[config.mk]
export PLATFORM = sky130hd
export DESIGN_NAME = poly_voice_mixer
export DESIGN_NICKNAME = d
export VERILOG_FILES = /design/src/rtl/poly_voice_mixer.sv
export SDC_FILE = /design/constraint.sdc
export NUM_CORES = 1
export LEC_CHECK = 0
export ABC_AREA = 0
export CAP_MARGIN = 20
export CORE_MARGIN = 3
export CORE_UTILIZATION = 38
export DETAILED_ROUTE_END_ITERATION = 8
export PLACE_DENSITY_LB_ADDON = 0.05
export SETUP_SLACK_MARGIN = 0.2
export SYNTH_ARGS = -nofsm -noshare
export SYNTH_HDL_FRONTEND = slang
export SYNTH_SLANG_ARGS = --single-unit
[constraint.sdc]
create_clock -name clk -period 15.3 [get_ports clk]
set_clock_uncertainty 0.15 [all_clocks]
set_input_delay 3.06 -clock clk [delete_from_list [all_inputs] [get_ports clk]]
set_output_delay 3.06 -clock clk [all_outputs]
set_load 0.02 [all_outputs]
[src/rtl/poly_voice_mixer.sv]
// Time-multiplexed polyphonic mixer: VOICES phase-accumulator voices with attack/sustain/release
// envelopes, summed with saturation into offset-binary pcm. Optional POLY_WAVE_SELECT_EN adds wave_sel.
module poly_voice_mixer #(
    parameter int VOICES      = 4,
    parameter int BITDEPTH    = 14,
    parameter int BITFRACTION = 6,
    parameter int INCWIDTH    = 21,
    parameter int ENVBITS     = 8
) (
    input  logic                         clk,
    input  logic                         rst,
    input  logic                         sample_tick,
    input  logic [VOICES-1:0]            gate,
    input  logic [VOICES*INCWIDTH-1:0]   increment,
    input  logic [ENVBITS-1:0]           attack_rate,
    input  logic [ENVBITS-1:0]           release_rate,
`ifdef POLY_WAVE_SELECT_EN
    input  logic [VOICES*2-1:0]          wave_sel,
`endif
    output logic [BITDEPTH-1:0]          pcm,
    output logic                         pcm_valid,
    output logic                         busy,
    output logic [VOICES-1:0]            voice_active
);

    localparam int PW = BITDEPTH + BITFRACTION;
    localparam int SW = $clog2(VOICES);
    localparam int AW = BITDEPTH + SW;
    localparam int XW = (PW > INCWIDTH) ? PW : INCWIDTH;

    localparam logic [ENVBITS-1:0]       EMAX     = '1;
    localparam logic [SW-1:0]            LAST     = SW'(VOICES - 1);
    localparam logic [BITDEPTH-1:0]      HALF     = {1'b1, {(BITDEPTH-1){1'b0}}};
    localparam logic signed [AW-1:0]     SAT_HI   = AW'((1 <<< (BITDEPTH-1)) - 1);
    localparam logic signed [AW-1:0]     SAT_LO   = ~SAT_HI;

    typedef enum logic [1:0] {SEQ_IDLE, SEQ_VOICE, SEQ_OUT} seq_t;
    typedef enum logic [1:0] {V_IDLE, V_ATTACK, V_SUSTAIN, V_RELEASE} vst_t;

    function automatic logic [ENVBITS-1:0] env_up(input logic [ENVBITS-1:0] env,
                                                  input logic [ENVBITS-1:0] rate);
        logic [ENVBITS:0] s;
        s = {1'b0, env} + {1'b0, rate};
        if (rate == '0 || s[ENVBITS])
            return EMAX;
        return s[ENVBITS-1:0];
    endfunction

    function automatic logic [ENVBITS-1:0] env_dn(input logic [ENVBITS-1:0] env,
                                                  input logic [ENVBITS-1:0] rate);
        if (rate == '0 || env <= rate)
            return '0;
        return env - rate;
    endfunction

    // Clamp to the signed pcm range, then flip the MSB to add the offset-binary midpoint.
    function automatic logic [BITDEPTH-1:0] sat_to_pcm(input logic signed [AW-1:0] a);
        logic signed [AW-1:0] c;
        if (a > SAT_HI)
            c = SAT_HI;
        else if (a < SAT_LO)
            c = SAT_LO;
        else
            c = a;
        return {~c[BITDEPTH-1], c[BITDEPTH-2:0]};
    endfunction

    seq_t                          seq_q, seq_d;
    logic [SW-1:0]                 slot_q, slot_d;
    logic signed [AW-1:0]          acc_q, acc_d;
    logic [BITDEPTH-1:0]           pcm_q, pcm_d;
    logic                          pcm_valid_q, pcm_valid_d;
    logic                          busy_q, busy_d;

    vst_t                          vst_q   [VOICES];
    logic [ENVBITS-1:0]            env_q   [VOICES];
    logic [PW-1:0]                 phase_q [VOICES];

    logic                          g_cur;
    logic [INCWIDTH-1:0]           inc_cur;
    vst_t                          vst_cur, vst_d;
    logic [ENVBITS-1:0]            env_cur, env_d;
    logic [PW-1:0]                 ph_cur, phase_d;
    logic [XW-1:0]                 ph_sum;
    logic signed [BITDEPTH-1:0]    wave;
    logic signed [BITDEPTH+ENVBITS:0] prod;
    logic signed [BITDEPTH-1:0]    contrib;
    logic signed [AW-1:0]          contrib_x;
`ifdef POLY_WAVE_SELECT_EN
    logic [1:0]                    ws_cur;
    logic [BITDEPTH:0]             tri_top;
    logic [BITDEPTH-1:0]           tri_fold;
`endif

    assign g_cur   = gate[slot_q];
    assign inc_cur = increment[slot_q*INCWIDTH +: INCWIDTH];
    assign vst_cur = vst_q[slot_q];
    assign env_cur = env_q[slot_q];
    assign ph_cur  = phase_q[slot_q];
`ifdef POLY_WAVE_SELECT_EN
    assign ws_cur  = wave_sel[slot_q*2 +: 2];
`endif

    // Envelope of the voice in the current slot; a gate-on from IDLE or RELEASE steps immediately.
    always_comb begin
        vst_d = vst_cur;
        env_d = env_cur;
        case (vst_cur)
            V_IDLE, V_RELEASE: begin
                if (g_cur) begin
                    env_d = env_up(env_cur, attack_rate);
                    vst_d = (env_d == EMAX) ? V_SUSTAIN : V_ATTACK;
                end else if (vst_cur == V_RELEASE) begin
                    env_d = env_dn(env_cur, release_rate);
                    if (env_d == '0)
                        vst_d = V_IDLE;
                end
            end
            V_ATTACK: begin
                if (!g_cur) begin
                    vst_d = V_RELEASE;
                end else begin
                    env_d = env_up(env_cur, attack_rate);
                    if (env_d == EMAX)
                        vst_d = V_SUSTAIN;
                end
            end
            V_SUSTAIN: begin
                if (!g_cur)
                    vst_d = V_RELEASE;
            end
            default: ;
        endcase
    end

    // Phase, waveform and scaled contribution for the current slot.
    always_comb begin
        ph_sum  = XW'(ph_cur) + XW'(inc_cur);
        phase_d = (vst_d == V_IDLE) ? '0 : PW'(ph_sum);
        wave    = $signed(phase_d[PW-1 -: BITDEPTH] - HALF);
`ifdef POLY_WAVE_SELECT_EN
        tri_top  = phase_d[PW-1 -: BITDEPTH+1];
        tri_fold = tri_top[BITDEPTH] ? ~tri_top[BITDEPTH-1:0] : tri_top[BITDEPTH-1:0];
        case (ws_cur)
            2'd1:    wave = phase_d[PW-1] ? $signed(HALF) : $signed(~HALF);
            2'd2:    wave = $signed(tri_fold - HALF);
            2'd3:    wave = '0;
            default: ;
        endcase
`endif
        prod    = wave * $signed({1'b0, env_d});
        contrib = BITDEPTH'(prod >>> ENVBITS);
        if (vst_d == V_IDLE)
            contrib = '0;
        contrib_x = {{SW{contrib[BITDEPTH-1]}}, contrib};
    end

    always_comb begin
        seq_d       = seq_q;
        slot_d      = slot_q;
        acc_d       = acc_q;
        pcm_d       = pcm_q;
        busy_d      = busy_q;
        pcm_valid_d = 1'b0;
        case (seq_q)
            SEQ_IDLE: begin
                if (sample_tick) begin
                    acc_d  = '0;
                    slot_d = '0;
                    busy_d = 1'b1;
                    seq_d  = SEQ_VOICE;
                end
            end
            SEQ_VOICE: begin
                acc_d  = acc_q + contrib_x;
                slot_d = slot_q + 1'b1;
                if (slot_q == LAST) begin
                    pcm_d       = sat_to_pcm(acc_d);
                    pcm_valid_d = 1'b1;
                    seq_d       = SEQ_OUT;
                end
            end
            SEQ_OUT: begin
                busy_d = 1'b0;
                seq_d  = SEQ_IDLE;
            end
            default: seq_d = SEQ_IDLE;
        endcase
    end

    always_ff @(posedge clk or posedge rst) begin
        if (rst) begin
            seq_q       <= SEQ_IDLE;
            slot_q      <= '0;
            acc_q       <= '0;
            pcm_q       <= HALF;
            pcm_valid_q <= 1'b0;
            busy_q      <= 1'b0;
        end else begin
            seq_q       <= seq_d;
            slot_q      <= slot_d;
            acc_q       <= acc_d;
            pcm_q       <= pcm_d;
            pcm_valid_q <= pcm_valid_d;
            busy_q      <= busy_d;
        end
    end

    always_ff @(posedge clk or posedge rst) begin
        if (rst) begin
            for (int i = 0; i < VOICES; i++) begin
                vst_q[i]   <= V_IDLE;
                env_q[i]   <= '0;
                phase_q[i] <= '0;
            end
        end else if (seq_q == SEQ_VOICE) begin
            vst_q[slot_q]   <= vst_d;
            env_q[slot_q]   <= env_d;
            phase_q[slot_q] <= phase_d;
        end
    end

    always_comb begin
        for (int i = 0; i < VOICES; i++)
            voice_active[i] = (vst_q[i] != V_IDLE);
    end

    assign pcm       = pcm_q;
    assign pcm_valid = pcm_valid_q;
    assign busy      = busy_q;

endmodule

* Yosys cells after proc, flatten, opt, wreduce, memory -nomap -nowiden
Index checks and enable logic that the tools add are counted.
Storage, ports and cells: bits in latches 0, logic and storage cells 134, output and inout port bits 20, memory bits (read-only) 0, memories 0, flip-flop bits (word level) 156, bits in writable memories 0, input bits 107
Cells by class: bitwise operators 2, muxes and demuxes 69, magnitude comparators 6, reduce and logical (&&, ||, !) cells 20, shifts and indexed selects 1, add/sub/neg operators 6, div/mod/pow operators 0, $mul 2, equal/unequal tests 10
Operators with widths (number):
- $mux W8 | 18
- $shiftx A84 B8 Y20 | 1
- $bwmux W80 | 1
- $mux W20 | 4
- $mux W14 | 5
- $bmux W20 S2 | 1
- $demux W20 S2 | 1
- $bwmux W32 | 1
- $pmux W16 S2 | 1
- $mux W2 | 13
- $logic_not A8 Y1 | 3
- $mul A14 B9 Y22 | 1
- $add A20 B20 Y20 | 1
- $add A16 B14 Y16 | 1
- $bmux W8 S2 | 1
- $demux W8 S2 | 1
- $eq A8 B8 Y1 const B | 2
- $gt A16 B14 Y1 const B | 1
- $lt A16 B14 Y1 const B | 1
- $mux W16 | 1
- $pmux W8 S2 | 1
- $sub A14 B14 Y14 const B | 1
- $mux W1 | 12
- $reduce_bool A2 Y1 | 6
- other kinds (25) | 37

* Depth between registers and ports, before layout
depth after elaboration 31, depth in mapped cells 53, mapped depth without buffers 48

* Least setup slack after synthesis
OpenSTA, ideal clock, no wires.
path type input -> register, start input port increment[63], end register pcm_q[8] (netlist: pcm[8]), setup slack 2.155 ns, data required time 15.026 ns, arrival 12.871 ns, stages 42, path buffers 1, library setup time 0.124 ns, cells stage by stage mux4_2 > ha_1 > fa_1 > a21o_1 > a21oi_1 > o21a_1 > o21bai_1 > a21oi_1 > o21bai_1 > a2111oi_0 > o21ai_0 > and2_1 > a311oi_1 > nand2b_1 > fa_1 > inv_1 > fa_1 > fa_1 > (+6 left out) > o21ai_0 > o311ai_2 > and2b_1 > xnor2_1 > nor2_1 > ha_1 > or2_2 > a21oi_1 > a31oi_1 > a211oi_1 > a21oi_1 > xnor2_1 > or3b_2 > a21boi_2 > nor3_4 > a21oi_2 > buf_6 > a21oi_2
On the way: longest elaborated chain between the ends 12, elaborated cells between the ends (all ways) 13, those cells by class add/sub: 3; mul: 1; order compare: 2; shift: 1; mux: 6
Ends and longest elaborated chain:
- from (decl) | line 14 | input logic [VOICES*INCWIDTH-1:0] increment,
- $shiftx A84 B8 Y20 (*) | line 96 | assign inc_cur = increment[slot_q*INCWIDTH +: INCWIDTH];
- $add A20 B20 Y20 (*) | line 138 | ph_sum = XW'(ph_cur) + XW'(inc_cur);
- $mux W20 (*) | line 139 | phase_d = (vst_d == V_IDLE) ? '0 : PW'(ph_sum);
- $sub A14 B14 Y14 (*) | line 140 | wave = $signed(phase_d[PW-1 -: BITDEPTH] - HALF);
- $mul A14 B9 Y22 (*) | line 151 | prod = wave * $signed({1'b0, env_d});
- $mux W14 (*) | line 153 | if (vst_d == V_IDLE)
- $add A16 B14 Y16 (*) | line 175 | acc_d = acc_q + contrib_x;
- $lt A16 B14 Y1 | line 61 | else if (a < SAT_LO)
- $mux W14 | line 61
- $mux W14 (*) | line 59 | if (a > SAT_HI)
- $mux W14 (*) | line 177 | if (slot_q == LAST) begin
- $mux W14 (*) | line 165 | case (seq_q)
- to (signal assigned) | line 203 | pcm_q <= pcm_d;
- to (decl) | line 71 | logic [BITDEPTH-1:0] pcm_q, pcm_d;
Every way passes the cells marked *; elsewhere a longest branch is shown, timed or not. The select of a mux whose other input is x is not followed. A chain may end at the register's enable or synchronous reset.

* Final worst setup path
start input port attack_rate[0], end register pcm_q[12] (netlist: pcm[12])
On the way: longest elaborated chain between the ends 23, elaborated cells between the ends (all ways) 35, those cells by class add/sub: 3; mul: 1; order compare: 2; eq/ne: 2; mux: 24; reduce/logical: 3
Ends and longest elaborated chain:
- from (decl) | line 15 | input logic [ENVBITS-1:0] attack_rate,
- $add A8 B8 Y9 / $logic_not A8 Y1 (equally long branches) | line 43, 44
- $logic_or A1 B1 Y1 | line 44 | if (rate == '0 || s[ENVBITS])
- $mux W1 | line 44
- $mux W1 | line 110, 120
- $mux W1 | line 108 | case (vst_cur)
- $mux W8 | line 46 | return s[ENVBITS-1:0];
- $mux W8, on equally long branches | line 120, 110
- $mux W8 | line 108
- (+7 left out)
- $mul A14 B9 Y22 | line 151
- $mux W14 (*) | line 153
- $add A16 B14 Y16 (*) | line 175
- $lt A16 B14 Y1 | line 61
- $mux W14 | line 61
- $mux W14 (*) | line 59
- $mux W14 (*) | line 177
- $mux W14 (*) | line 165
Marked as above.

==> impl_metrics.ini <==
[status]
outcome = complete, no violations

[global_routing]
grt_max_degree = 96
grt_pass1_vias = 11537
grt_overflow = 0
grt_first_pass_wirelength_mm = 62.9
antenna_found_initial = 0
grt_usage = 0.207

[timing]
whs_ps = 312
period_needed_ps = 14240
max_freq_mhz = 70.2
maxSlewHeadroom = 0.254
drv_slew = 0
rsz0062_at_grt = no
worst_pin_slew_ps = 1120
hold_viol = 0
setup_viol = 0
finalCritPeriodShare = 0.931

[placed_design]
portBuffers = 122
placed_cells_incl_taps = 2052
dp_hpwl_mm = 28.7
place_congestion = 0.831

[clocking]
post_cts_buffers = 0
cts_buffers = 17
cts_tree = yes
cts.htree.levels = 4
clock_sinks = 156
clk_latency_ps = 450
clk_pin_slew_ps = 70
cts_buffer_depth = 2
cts-root-buf = clkbuf_16

[min_path]
hold_end = pcm[13]
hold_depth = 2
worstHoldStart = pcm[13]
min_path_type = reg -> reg

[die]
core.rowCount = 69
ios = 127
fp.dieH_um = 197
die-area_um2 = 38800
coreArea_um2 = 35700
die_x_um = 197
start_util = 0.388

[logic_synthesis]
synthFlopType = dfrtp_1
synthDistinctLibCells = 80
yosys_warnings = 0
syn-cell-area_um2 = 13900
postSynth.asyncResetShare = 1.00
synth_edf_count = 0
syn_avg_cell_area_um2 = 9.22
synth.area.top_cells = dfrtp_1 (28%), fa_1 (13%), ha_1 (8.7%)
synth_top_area_cell = dfrtp_1
synth_top_area_frac = 0.280
synth_fp_nets = 1798
seq_area_frac_synth = 0.282
syn_inst = 1504
ys_seq_elements = 156

[flow_run]
max_cap_viol_count = 0

[final_layout]
fin_cells = 2084
final_cell_mix = nand2_1 (189), dfrtp_1 (153), inv_1 (149), nor2_1 (145), o21ai_0 (137)
synthToLayoutAreaGrowth_pct = 17.9
nNetsFinal = 1904
drive_gt1_frac = 0.124
mostFrequentLayoutCell = nand2_1
diodes = 0

[worst_setup_path]
r2r_slack_ps = 2290
worst_ep_arrival_time_ps = 14410
worst-setup-path-type = in -> reg
rr_worst_depth = 46
cp_data_required_time_ps = 15470
end_kind = flop
cpPeakStageDelay_ps = 500
crit_fanout = 13
crit_path_top_delay_cell = or4b_1
r2r_end = pcm[12]
setup.worst_path.start_class = input pin
r2r-start = slot_q[0]

[detailed_routing]
drt_iter0_drc = 466
viasPerCell = 5.21
wirelength_mm = 38.5
via_count = 10866
first_pass_iters = 5
routedWlPerCell_um = 18.5
drc = 0
postRouteAntennaNets = 0
==> metrics by stage <==
step                      area (um^2)  TNS [ps]  utilization  worst slack (ps)
after floorplan                 13900         0            -              2150
after global placement          15700         0        0.439               146
after detailed placement        15700     -13.2        0.439             -7.17
after CTS                       16300         0        0.457               435
after global routing            16300         0        0.457               203
final                           16300         0        0.457              1060
==> state kept, by name (all words and copies together) (netlist names) <==
name / cells
env_q: 32
slot_q: 2
pcm: 14
pcm_valid: 1
phase_q: 80
seq_q: 2
acc_q: 16
vst_q: 8
busy: 1
==> logic make-up after synthesis <==
| family | count (synthesis) | share of synthesized area |
|---|---|---|
| AO/OA/AOI/OAI | 355 | 0.167 |
| XOR/XNOR | 59 | 0.0373 |
| buffers and inverters | 225 | 0.0624 |
| AND/OR/NAND/NOR | 469 | 0.152 |
| adder cells (fa/ha/maj) | 187 | 0.218 |
| flip-flops | 156 | 0.282 |
| multiplexers | 53 | 0.0818 |
==> worst max path at each step <==
| stage | startpoint | endpoint | depth (start not counted) |
|---|---|---|---|
| 2_1_floorplan | increment[63] | pcm[8] | 42 |
| 3_3_place_gp | attack_rate[0] | pcm[11] | 43 |
| 3_5_place_dp | attack_rate[0] | pcm[10] | 43 |
| 4_1_cts | attack_rate[0] | pcm[12] | 43 |
| 5_1_grt | attack_rate[0] | pcm[10] | 46 |
| 6_report | attack_rate[0] | pcm[12] | 44 |
==> worst max-delay path, delay by kind of cell <==
family,cells,cell delay (ps)
compound gates,16,3970
buf+inv,5,1200
simple gates,13,2990
fa+ha+maj,8,2880
xor+xnor,2,280
==> routing by layer <==
layer | up-vias | GRT usage | part of all wire
met5 | - | 0 | 0
met4 | 0 | 0.0494 | 0.015
met3 | 36 | 0.0313 | 0.027
met2 | 145 | 0.361 | 0.50
met1 | 5346 | 0.272 | 0.46
li1 | 5339 | - | -
==> cell type report <==
cell class	count	area, um^2
Sequential cell	156	3910
Inverter	151	572
Fill cell	3530	19400
Multi-Input combinational cell	1123	9120
Tap cell	461	577
Clock inverter	11	183
Timing Repair Buffer	161	1510
Clock buffer	21	470
==> timing repair <==
| action | CTS | global route |
|---|---|---|
| endpoints found under the hold margin | 0 | 0 |
| setup endpoints to repair | 0 | 15 |
| hold buffers | 0 | 0 |
| gates resized for setup | 0 | 5 |
==> cell usage after synthesis, drive strengths merged, types with 9 or more instances <==
cell type and number:
nand2b 17, or2 36, o21bai 18, clkbuf 60
o21a 9, xor2 21, mux4 48, dfrtp 155
nand2 194, xnor2 38, a21oi 65, a21o 20
o21ai 150, and3 9, fa 91, o21ba 9
o31ai 16, ha 96, inv 150, nor3 20
nor2 146, a22o 17, buf 14, a211oi 14
Power is not shown: default switching activity piles up to over one toggle a cycle in this logic, so the estimate is an artifact.
==> variant 1, RTL diff (same settings) <==
The parameter `ENVBITS` goes from 8 to 10.
--- a/src/rtl/poly_voice_mixer.sv
+++ b/src/rtl/poly_voice_mixer.sv
@@ -5,7 +5,7 @@
     parameter int BITDEPTH    = 14,
     parameter int BITFRACTION = 6,
     parameter int INCWIDTH    = 21,
-    parameter int ENVBITS     = 8
+    parameter int ENVBITS     = 10
 ) (
     input  logic                         clk,
     input  logic                         rst,
Ports: changed (resized attack_rate and release_rate); port bits go from 127 to 131. The function was not compared with the original's and may differ.
==> variant 1 against the original RTL <==
  * Core utilization fell by 0.77 points
  * Synthesized area is 14% higher
  * Routed wire length grew 15%
  * Sequential cell count up 8
  * Final area up 13%
  * Worst setup slack lost 0.19 ns
Power is not shown: default switching activity piles up to over one toggle a cycle in this logic, so the estimate is an artifact.
==> variant 1: results (changes against the original RTL) <==
| Metric | Value |
|---|---|
| Nets | `2178 (+14%)` |
| Worst R2R Setup Slack | `2.35 ns (+0.06 ns)` |
| Register area share after synthesis | `25.9% (-2.3 points)` |
| Gpl congestion | `0.878 (+5.6%)` |
| Met3 global-route usage | `3.14% (+0.012 points)` |
| Critical R2R Capture | `pcm[6]$_DFFE_PP0P_` |
| Metal-1 WL | `19900 um (+13%)` |
| Hold slack final | `0.309 ns (-0.00294 ns)` |
| Layout cell share with drive strength beyond 1 | `11.7% (-0.75 points)` |
| Type of the most critical hold path | `reg2reg` |
| Clock Path Buffers | `2 (unchanged)` |
| Worst-path fanout max | `14 (+1)` |
| PostCTS Resize Cnt | `0 (unchanged)` |
| Net count after synthesis | `2068 (+15%)` |
| CP max-delay cell | `or4_4` |
| R2r startpoint | `slot_q[0]$_DFFE_PP0P_` |
| Post-synth top cells | `nand2_1, inv_1, dfrtp_1` |
| HPWL Detailed | `33500 um (+16%)` |
| GR Layer Usage met1 | `28.4% (+1.1 points)` |
| Routed via count | `12600 (+16%)` |
| Biggest regs | `phase_q (80), env_q (40), acc_q (16)` |
| Main area contributors after synthesis | `dfrtp_1, fa_1, ha_1, mux4_2, nand2_1` |
| CP Data Arrival Time | `14.60 ns (+0.19 ns)` |
| 1st-iter DRT viols | `585 (+26%)` |
| Clk Tree Root Cell | `clkbuf_16` |
| First-pass GRT wire length | `73300 um (+16%)` |
| Via density per instance | `5.30 (+1.7%)` |
| CTS Buf Count | `17 (unchanged)` |
| Placement-stage cell area | `17800 um^2 (+14%)` |
| Yosys cell types | `90 (+13%)` |
| Met3 routed WL | `1600 um (+55%)` |
| Min-delay src | `pcm[13]$_DFFE_PP1P_` |
| R2R depth | `47 (+2.2%)` |
| Fin crit share | `94.3% (+1.2 points)` |
| Dpl cells | `2337 (+14%)` |
| Largest net degree at the start of global routing | `99 (+3.1%)` |
| Filler instances | `4035 (+14%)` |
| Crit-path leading delay family | `adder cells` |
| Gr usage total | `21.0% (+0.33 points)` |
| Drt total wl | `44300 um (+15%)` |
| GR met2 Demand/Resource | `35.0% (-1.0 points)` |
| Run status | `completed` |
| PortBufs | `126 (+3.3%)` |
| Worst Setup SP | `attack_rate[0]` |
| Max transition margin | `26.7% (+1.3 points)` |
| DR WL met2 | `21300 um (+11%)` |
| Setup WS pre-CTS | `0.0248 ns (+0.0320 ns)` |
| Syn avg cell area | `9.23 um^2 (+0.19%)` |
| Slowest stage delay, CP | `0.60 ns (+0.10 ns)` |
## variant 1: cell types whose count changed after synthesis, sizes merged, moves of 12 or more
| cell | delta |
|---|---|
| fa | +38 |
| ha | +16 |
| o22ai | +21 |
| o21ai | +16 |
| inv | +47 |
| nor2 | -12 |
| a21oi | +17 |
| nand3 | +14 |
| a21o | +16 |
## variant 1: layout make-up
type	instances	area (um^2)	area share, %
Clock buffer	17	425	2.31
Inverter	199	752	4.08
Sequential cell	164	4110	22.3
Timing Repair Buffer	173	1640	8.89
Multi-Input combinational cell	1271	10700	58.1
Clock inverter	15	140	0.760
Tap cell	532	666	3.61
## variant 1: kinds of logic (layout without fill, tap and decap cells)
group,count (synthesis),in the layout,synth area share (%)
AOI/OAI and AO/OA,410,410,16.4
xor gates and xnor gates,59,59,3.36
adders and majority gates,241,241,25.1
buffers and inverters,281,404,6.80
DFF,164,164,25.9
muxes,61,61,8.01
and+or+nand+nor,500,500,14.4
==> variant 2, RTL diff (same flow settings) <==
Without the edit above. Reset style: synchronous (`rst`), changed in 2 clocked blocks.
--- a/src/rtl/poly_voice_mixer.sv
+++ b/src/rtl/poly_voice_mixer.sv
@@ -188,7 +188,7 @@
         endcase
     end
 
-    always_ff @(posedge clk or posedge rst) begin
+    always_ff @(posedge clk) begin
         if (rst) begin
             seq_q       <= SEQ_IDLE;
             slot_q      <= '0;
@@ -206,7 +206,7 @@
         end
     end
 
-    always_ff @(posedge clk or posedge rst) begin
+    always_ff @(posedge clk) begin
         if (rst) begin
             for (int i = 0; i < VOICES; i++) begin
                 vst_q[i]   <= V_IDLE;
Check against the original RTL: differs if rst is asserted again (counterexample within 4 cycles, from zero or initial values and one cycle with rst high); with rst held inactive, the same outputs for 4 cycles.
==> variant 2 against the original RTL <==
  * Maximum frequency up 1.3%
  * Sequential cell count up 2
  * Core utilization down 0.14 points
  * Final area down 0.30%
  * Synthesized cell count down 8.3%
  * Synthesized area down 0.31%
  * First-iteration DRC count up 21%
  * Worst setup slack better by 0.18 ns
  * Routed wire length down 3.0%
  * Largest cell class unchanged
  * Die area down 0.29%
Power is left out: the tool's default activity adds up to more than one toggle a clock period on the data nets, which glitch-free logic cannot reach.
==> variant 2: results (changes against the original RTL) <==
| Metric | Value |
|---|---|
| Critical R2R Capture | `pcm[4]$_SDFFE_PP0P_` |
| Met3 routed WL | `1110 um (+6.9%)` |
| Main area contributors after synthesis | `edfxtp_1, fa_1, ha_1, mux4_2, nor2_1` |
| Worst R2R Setup Slack | `2.83 ns (+0.54 ns)` |
| First-pass GRT wire length | `59800 um (-5.0%)` |
| Worst-path fanout max | `12 (-1)` |
| GR met2 Demand/Resource | `34.0% (-2.1 points)` |
| DR WL met2 | `18500 um (-3.8%)` |
| Worst hold endpoint | `acc_q[14]$_SDFFE_PP0P_` |
| Compound-Gate Fraction of Synth Area | `12.6% (-4.1 points)` |
| WL/cell | `18.9 um (+2.2%)` |
| Mapped Cells | `1379 (-8.3%)` |
| Biggest regs | `phase_q (80), env_q (32), acc_q (16)` |
| GR Layer Usage met1 | `26.4% (-0.81 points)` |
| Run status | `completed` |
| 1st-iter DRT viols | `565 (+21%)` |
| Adder-Cell Fraction of Synth Area | `21.6% (-0.20 points)` |
| Worst Setup SP | `increment[1]` |
| Layout cell share with drive strength beyond 1 | `12.7% (+0.21 points)` |
| Via density per instance | `5.33 (+2.2%)` |
| Gpl congestion | `0.844 (+1.6%)` |
| Net count after synthesis | `1670 (-7.1%)` |
| Slowest stage delay, CP | `0.55 ns (+0.05 ns)` |
| Register area share after synthesis | `31.6% (+3.4 points)` |
| Met3 global-route usage | `2.44% (-0.68 points)` |
| Filler instances | `3519 (-0.31%)` |
| Min-delay src | `acc_q[14]$_SDFFE_PP0P_` |
| Clk Tree Root Cell | `clkbuf_16` |
| Diodes inserted | `0 (unchanged)` |
| R2R depth | `45 (-2.2%)` |
| CP max-delay cell | `nor4_1` |
| Metal-1 WL | `16900 um (-4.2%)` |
| EDFF count, synth | `120 (+120)` |
| Gr usage total | `19.8% (-0.87 points)` |
| Post-synthesis xor/xnor area fraction | `3.23% (-0.50 points)` |
| Router iterations before antenna repair | `8 (+3)` |
| Max transition margin | `28.8% (+3.4 points)` |
| Main synth FF type | `edfxtp_1` |
| Post-synth top cells | `nor2_1, inv_1, edfxtp_1` |
| Clock latency on the worst-skew pair | `0.45 ns (about the same)` |
| Mux cell area share after synthesis | `8.71% (+0.53 points)` |
| PostCTS Resize Cnt | `0 (unchanged)` |
| CP Data Arrival Time | `14.27 ns (-0.14 ns)` |
| Dpl cells | `1946 (-5.2%)` |
| Largest net degree at the start of global routing | `31 (-68%)` |
| Nets | `1795 (-5.7%)` |
| Routed via count | `10500 (-3.0%)` |
| Yosys cell types | `79 (-1.3%)` |
| HPWL Detailed | `27800 um (-3.2%)` |
| Async set-reset flop share out of synthesis | `0% (-100 points)` |
[variant 2: cell types whose count changed in the layout (fill, tap and decap cells not counted), sizes merged, moves of 38 or more]
| cell | unedited run | this run |
|---|---|---|
| dfxtp | 0 | 38 |
| dfrtp | 155 | 0 |
| o21ai | 150 | 33 |
| nand2 | 194 | 64 |
| nor2 | 146 | 249 |
| edfxtp | 0 | 120 |
[variant 2: layout make-up]
type,count,area share (%)
Sequential cell,158,26.8
Multi-Input combinational cell,1008,53.0
Inverter,157,3.62
Timing Repair Buffer,162,9.34
Clock buffer,17,2.61
Clock inverter,15,1.06
Tap cell,461,3.54
[variant 2: metrics by stage]
stage | setup slack (ns) | area [um^2] | hold slack (ns)
detailed placement | 0.789 | 15700 | 0.309
finish | 1.25 | 16300 | 0.325
global placement | 0.813 | 15700 | 0.298
CTS | 1.21 | 16300 | 0.326
global route | 0.280 | 16300 | 0.345
floorplan | 2.53 | 13800 | 0.282
